[config.mk]
export PLATFORM = sky130hd
export DESIGN_NAME = word_byte_ser_flat
export DESIGN_NICKNAME = d
export VERILOG_FILES = /design/src/rtl/word_byte_ser_if.sv /design/src/rtl/word_byte_ser.sv /design/src/flat_wrapper.sv
export SDC_FILE = /design/constraint.sdc
export NUM_CORES = 1
export LEC_CHECK = 0
export CAP_MARGIN = 5
export CELL_PAD_IN_SITES_DETAIL_PLACEMENT = 1
export CELL_PAD_IN_SITES_GLOBAL_PLACEMENT = 1
export CORE_ASPECT_RATIO = 0.9
export CORE_MARGIN = 2
export CORE_UTILIZATION = 34
export DETAILED_ROUTE_END_ITERATION = 12
export MAX_ROUTING_LAYER = met4
export PLACE_DENSITY_LB_ADDON = 0.1
export SYNTH_ARGS = -nofsm -noshare
export SYNTH_HDL_FRONTEND = slang
export SYNTH_SLANG_ARGS = --single-unit
[constraint.sdc]
create_clock -name clk -period 4.6 [get_ports clk]
set_input_delay 0.92 -clock clk [delete_from_list [all_inputs] [get_ports clk]]
set_output_delay 0.92 -clock clk [all_outputs]
set_load 0.01 [all_outputs]
[src/rtl/word_byte_ser_if.sv]
// word_byte_ser_if: word-in / byte-out handshake bundle for the word serializer.
interface word_byte_ser_if;
  logic [15:0] in_word;
  logic        in_valid;
  logic        in_ready;
  logic [7:0]  out_byte;
  logic        out_valid;
  logic        out_ready;
  logic        out_last;
  logic        out_short;
  logic [7:0]  word_count;
  modport master (
    output in_word, in_valid, out_ready,
    input  in_ready, out_byte, out_valid, out_last, out_short, word_count
  );
  modport slave (
    input  in_word, in_valid, out_ready,
    output in_ready, out_byte, out_valid, out_last, out_short, word_count
  );
endinterface

[src/rtl/word_byte_ser.sv]
// word_byte_ser: serializes 16-bit words into low-then-high bytes, optionally
// dropping a zero upper byte so the receiver can zero-extend.
module word_byte_ser #(
  parameter bit COMPRESS = 1'b1
) (
  input logic            clk,
  input logic            reset,
  word_byte_ser_if.slave bus
);
  typedef enum logic [1:0] {IDLE, SEND_LO, SEND_HI} state_t;
  state_t      r_state, w_next;
  logic [15:0] r_word;
  logic        r_short;
  logic [7:0]  r_count;
  logic        w_in_hs, w_out_hs, w_last;
  assign w_in_hs  = bus.in_valid && r_state == IDLE;
  assign w_out_hs = bus.out_ready && (r_state == SEND_LO || r_state == SEND_HI);
  assign w_last   = r_state == SEND_HI || (r_state == SEND_LO && r_short);
  always_ff @(posedge clk) begin
    if (reset) r_state <= IDLE;
    else       r_state <= w_next;
  end
  always_comb begin
    w_next = r_state == IDLE ? (bus.in_valid ? SEND_LO : IDLE)
           : !bus.out_ready  ? r_state
           : (r_state == SEND_LO && !r_short) ? SEND_HI : IDLE;
  end
  // The short decision is frozen at latch time so later in_word changes cannot alter it.
  always_ff @(posedge clk) begin
    if (reset) begin
      r_word  <= 16'h0000;
      r_short <= 1'b0;
      r_count <= 8'h00;
    end else begin
      if (w_in_hs) begin
        r_word  <= bus.in_word;
        r_short <= COMPRESS && bus.in_word[15:8] == 8'h00;
      end
      if (w_out_hs && w_last) r_count <= r_count + 8'h01;
    end
  end
  always_comb begin
    bus.in_ready   = r_state == IDLE;
    bus.out_valid  = r_state == SEND_LO || r_state == SEND_HI;
    bus.out_byte   = r_state == SEND_LO ? r_word[7:0] : r_state == SEND_HI ? r_word[15:8] : 8'h00;
    bus.out_last   = w_last;
    bus.out_short  = r_state == SEND_LO && r_short;
    bus.word_count = r_count;
  end
endmodule

[src/flat_wrapper.sv]
// flat-port wrapper written by rule: the top's interface ports become plain ports
module word_byte_ser_flat 
#(
  parameter bit COMPRESS = 1'b1
)
  (clk, reset, bus_in_word, bus_in_valid, bus_out_ready, bus_in_ready, bus_out_byte, bus_out_valid, bus_out_last, bus_out_short, bus_word_count);
  word_byte_ser_if bus_i ();
  input logic clk;
  input logic reset;
  input wire logic [$bits(bus_i.in_word)-1:0] bus_in_word;
  input wire logic [$bits(bus_i.in_valid)-1:0] bus_in_valid;
  input wire logic [$bits(bus_i.out_ready)-1:0] bus_out_ready;
  output wire logic [$bits(bus_i.in_ready)-1:0] bus_in_ready;
  output wire logic [$bits(bus_i.out_byte)-1:0] bus_out_byte;
  output wire logic [$bits(bus_i.out_valid)-1:0] bus_out_valid;
  output wire logic [$bits(bus_i.out_last)-1:0] bus_out_last;
  output wire logic [$bits(bus_i.out_short)-1:0] bus_out_short;
  output wire logic [$bits(bus_i.word_count)-1:0] bus_word_count;
  assign bus_i.in_word = bus_in_word;
  assign bus_i.in_valid = bus_in_valid;
  assign bus_i.out_ready = bus_out_ready;
  assign bus_in_ready = bus_i.in_ready;
  assign bus_out_byte = bus_i.out_byte;
  assign bus_out_valid = bus_i.out_valid;
  assign bus_out_last = bus_i.out_last;
  assign bus_out_short = bus_i.out_short;
  assign bus_word_count = bus_i.word_count;
  word_byte_ser #(.COMPRESS(COMPRESS)) u_core (.clk(clk), .reset(reset), .bus(bus_i));
endmodule
## Yosys cells after proc, flatten, opt, wreduce, memory -nomap -nowiden

Index checks and enable logic that the tools add are counted.

- Add/sub/neg operators: 1
- Equality and inequality tests: 2
- Multiplexer cells: 6
- Reduce and logical (&&, ||, !) cells: 11

Operators by type and width:

| kind | number |
|---|---|
| 8-bit two-way mux | 2 |
| 8-bit by 1-bit adder with 8-bit output (second input constant) | 1 |
| 8-bit zero test | 1 |
| 2-bit two-way mux | 3 |
| 1-bit logical AND | 5 |
| 2-bit by 1-bit == test with 1-bit output (second input constant) | 1 |
| 2-bit == test (second input constant) | 1 |
| 2-bit zero test | 1 |
| 1-bit logical OR | 2 |
| 2-bit nonzero test | 1 |
| 1-bit zero test | 1 |
| 1-bit two-way mux | 1 |

- Flip-flop bits (word level): 27
- Bits of input ports: 20
- Output and inout port bits: 20

## Logic depth before layout (Yosys ltp)

- Depth in word-level cells: 5
- Depth in mapped cells: 8
- Depth with buffers taken out: 6

## Least setup slack after synthesis

No wires, ideal clock.

- Path kind: reg2out
- From: register u_core.r_state[1]
- To: output bus_out_byte[5]
- Arrival: 1,173 ps
- Required time: 3,680 ps
- Path slack: 2,507 ps
- Stages on the path, launching flop included: 6
- Cell sequence: dfxtp_1 -> inv_1 -> ha_1 -> buf_4 -> clkbuf_1 -> o21ai_0

- Word-level cells in the longest chain between the ends: 3

RTL lines:

| item | RTL line | RTL |
|---|---|---|
| start, declared | word_byte_ser.sv:11 | `state_t r_state, w_next;` |
| start signal, assigned | word_byte_ser.sv:21 | `else r_state <= w_next;` |
| 2-bit == test | word_byte_ser.sv:45 | `bus.out_byte = r_state == SEND_LO ? r_word[7:0] : r_state == SEND_HI ? r_word[15:8] : 8'h00;` |
| 8-bit two-way mux | word_byte_ser.sv:45 |  |
| 8-bit two-way mux * | word_byte_ser.sv:45 |  |
| end, declared | flat_wrapper.sv:14 | `output wire logic [$bits(bus_i.out_byte)-1:0] bus_out_byte;` |

Mark *: on every way between the ends. The rest lies on a longest branch, timed or not.

## Worst setup path after layout

- From: register u_core.r_state[1]
- To: output bus_out_last

- Word-level cells in the longest chain between the ends: 3

RTL lines:

| item | RTL line | RTL |
|---|---|---|
| 2-bit by 1-bit == test with 1-bit output | word_byte_ser.sv:18 | `assign w_last = r_state == SEND_HI \|\| (r_state == SEND_LO && r_short);` |
| 1-bit logical AND | word_byte_ser.sv:18 |  |
| 1-bit logical OR * | word_byte_ser.sv:18 |  |
| end, declared | flat_wrapper.sv:16 | `output wire logic [$bits(bus_i.out_last)-1:0] bus_out_last;` |

Marks and branches as above.

==> impl_metrics.env <==
export IMPL_status="complete, no violations"
export IMPL_busiest_layer="met2"
export IMPL_fin_total_pwr_w=0.000450
export IMPL_core_area_sq_um=3400
export IMPL_fin_setup_tns_ns=0
export IMPL_clk_pin_slew_ns=0.09
export IMPL_critPathMaxFanout=19
export IMPL_grt_use_met2_pct=28.6
export IMPL_max_freq_mhz=327
export IMPL_synthCells=159
export IMPL_wirelength_um=3380
export IMPL_synth_top_cells_by_area="dfxtp_1, nand2_1, a21oi_1, ha_1, o21ai_0"
export IMPL_yosysMostFrequentCell="nand2_1"
export IMPL_hold_viol_final=0
export IMPL_gr_usage_met1_pct=23.9
export IMPL_end_kind="output port"
export IMPL_worstPathRequired_ns=3.68
export IMPL_ir_drop_uv=182
export IMPL_synthFlopType="dfxtp_1"
export IMPL_synth_fp_nets=183
export IMPL_postCtsHoldBufs=0
export IMPL_place_congestion=0.741
export IMPL_pre_cts_ws_ns=1.85
export IMPL_routedWlPerCell_um=14.3
export IMPL_ys_ff_latch=27
export IMPL_yosysWarnings=0
export IMPL_h_tree_depth=1
export IMPL_yosysSeqAreaShare_pct=44.2
export IMPL_fin_area_sq_um=1670
export IMPL_synth_avg_cell_area_sq_um=7.70
export IMPL_grt_pass1_vias=1158
export IMPL_timing_final_crit_share_pct=66.4
export IMPL_cts_repair_resized=0
export IMPL_grt_util_met3_pct=4.64
export IMPL_vias_per_cell=4.99
export IMPL_synth_edf_count=0
export IMPL_grtUsageTotal_pct=18.4
export IMPL_min_period_ns=3.05
export IMPL_rows=20
export IMPL_dpl_instance_area_sq_um=1620
export IMPL_cts_setup_buffers=0
export IMPL_setup_viol=0
export IMPL_cts_made_buffers=3
export IMPL_drt_iter0_markers=54
export IMPL_final_layout_size_suffix_gt1_share_pct=2.60
export IMPL_cts_buffer_depth=2
export IMPL_synth_cell_type_count=26
export IMPL_drc_errors=0
export IMPL_cts_tree="done"
export IMPL_rsz0062_at_grt="no"
export IMPL_first_pass_iters=4
export IMPL_hp_class="flop to flop"
export IMPL_initial_core_util_pct=36.0
export IMPL_grt_ovfl_total=0
export IMPL_n_antenna_cell=0
export IMPL_relSlewSlack_pct=34.9
export IMPL_synth_top_cell_area_share_pct=44.2
export IMPL_die_area_sq_um=4100
export IMPL_postRouteAntennaNets=0
export IMPL_yosysTopAreaCell="dfxtp_1"
export IMPL_cts_sinks=27
export IMPL_dieWidth_um=67.2
export IMPL_grt_antenna_before_repair=0
export IMPL_slew_viol_final=0
export IMPL_ios=40
export IMPL_grt_pass1_wl_um=5300
export IMPL_worstSkewPairLatency_ns=0.28
export IMPL_skew_ns=0.00991
export IMPL_tightest_slew_ns=0.974
export IMPL_power_static_leakage_nw=0.598
export IMPL_syn_area_sq_um=1220
export IMPL_dp_hpwl_um=2530
export IMPL_cellPowerDensity_nw_per_um2=270
export IMPL_critical_path_class="flop to output port"
export IMPL_start_kind="flop"
export IMPL_port_buffers=39
export IMPL_final_nets=217
export IMPL_synth_common_cells="nand2_1, dfxtp_1, a21oi_1"
export IMPL_setup_ws_ns=1.55
export IMPL_critical_path_arrival_ns=2.13
export IMPL_root_buffer="clkbuf_8"
export IMPL_maxCapViolations=0
export IMPL_hold_slack_ns=0.463
export IMPL_grt_max_degree=28
export IMPL_dieHeight_um=60.9
export IMPL_postSynth_asyncResetShare_pct=0
export IMPL_area_delta_synth_final_pct=36.1
export IMPL_dr_total_vias=1177
[cells by family (layout without fill, tap and decap cells)]
logic type	count (synthesis)	after routing	synth area share, %
XOR/XNOR	6	6	4.29
buffers and inverters	12	45	5.01
AND/OR/NAND/NOR	79	79	28.9
AO/OA/AOI/OAI	30	30	12.7
multiplexers	1	1	0.818
flip-flops	27	27	44.2
adder cells (fa/ha/maj)	4	4	4.09
[worst paths after layout]
kind                                                startpoint                                    end  slack (ns)  cells past startpoint
worst max-delay path            u_core.r_state[1]$_SDFFE_PP0P_                           bus_out_last        1.55                      4
worst min-delay path             u_core.r_word[5]$_SDFFE_PP0P_          u_core.r_word[5]$_SDFFE_PP0P_        0.46                      2
worst max register to register  u_core.r_state[1]$_SDFFE_PP0P_  u_core.bus.word_count[7]$_SDFFE_PP0P_        2.62                      6
worst min register to register   u_core.r_word[5]$_SDFFE_PP0P_          u_core.r_word[5]$_SDFFE_PP0P_        0.46                      2
[power by group]
group,switching [W],internal [W]
logic,0.0000292,0.0000278
clock network,0.0000806,0.0000637
registers,0.00000544,0.000243
[layer usage]
metal,vias to the layer above,routed length (um)
met4,0,38
met1,549,1630
met5,-,0
met3,6,182
met2,32,1520
li1,590,-
[stage by stage]
stage / utilization (%) / instances
floorplan: - / 159
global placement: 47.5 / 232
detailed placement: 47.5 / 232
CTS: 48.9 / 236
global route: 48.9 / 236
finish: 48.9 / 236
[placed cells by master (no fill, tap or decap), types with 3 or more instances in the layout]
| cell type | Yosys | layout |
|---|---|---|
| nor2_1 | 7 | 7 |
| nand2_1 | 50 | 50 |
| dfxtp_1 | 27 | 27 |
| xor2_1 | 5 | 5 |
| clkbuf_8 | 0 | 3 |
| nand3_1 | 5 | 5 |
| clkdlybuf4s50_1 | 0 | 39 |
| a21oi_1 | 19 | 19 |
| o21ai_0 | 9 | 9 |
| and2_1 | 4 | 4 |
| ha_1 | 4 | 4 |
[registers in the layout, summed over array words and instances (netlist names)]
signal / cells
u_core.r_short: 1
u_core.r_word: 16
u_core.r_state: 2
u_core.bus.word_count: 8
[layout make-up]
type                    instances  area, sq um
fillers                       432         1740
well taps                      44         55.1
repair buffers                 39          390
multi-input cells             120          622
flip-flops and latches         27          541
clock buffers                   3         41.3
clock inverters                 1         8.76
inverters                       2         7.51
[worst max-delay path, stage by stage, from the launching register on]
cell and delay (ns):
dfxtp_1 0.33, inv_1 0.10, ha_1 0.52, a21o_1 0.33, clkdlybuf4s50_1 0.58
Power figures use the tool's default switching activity.
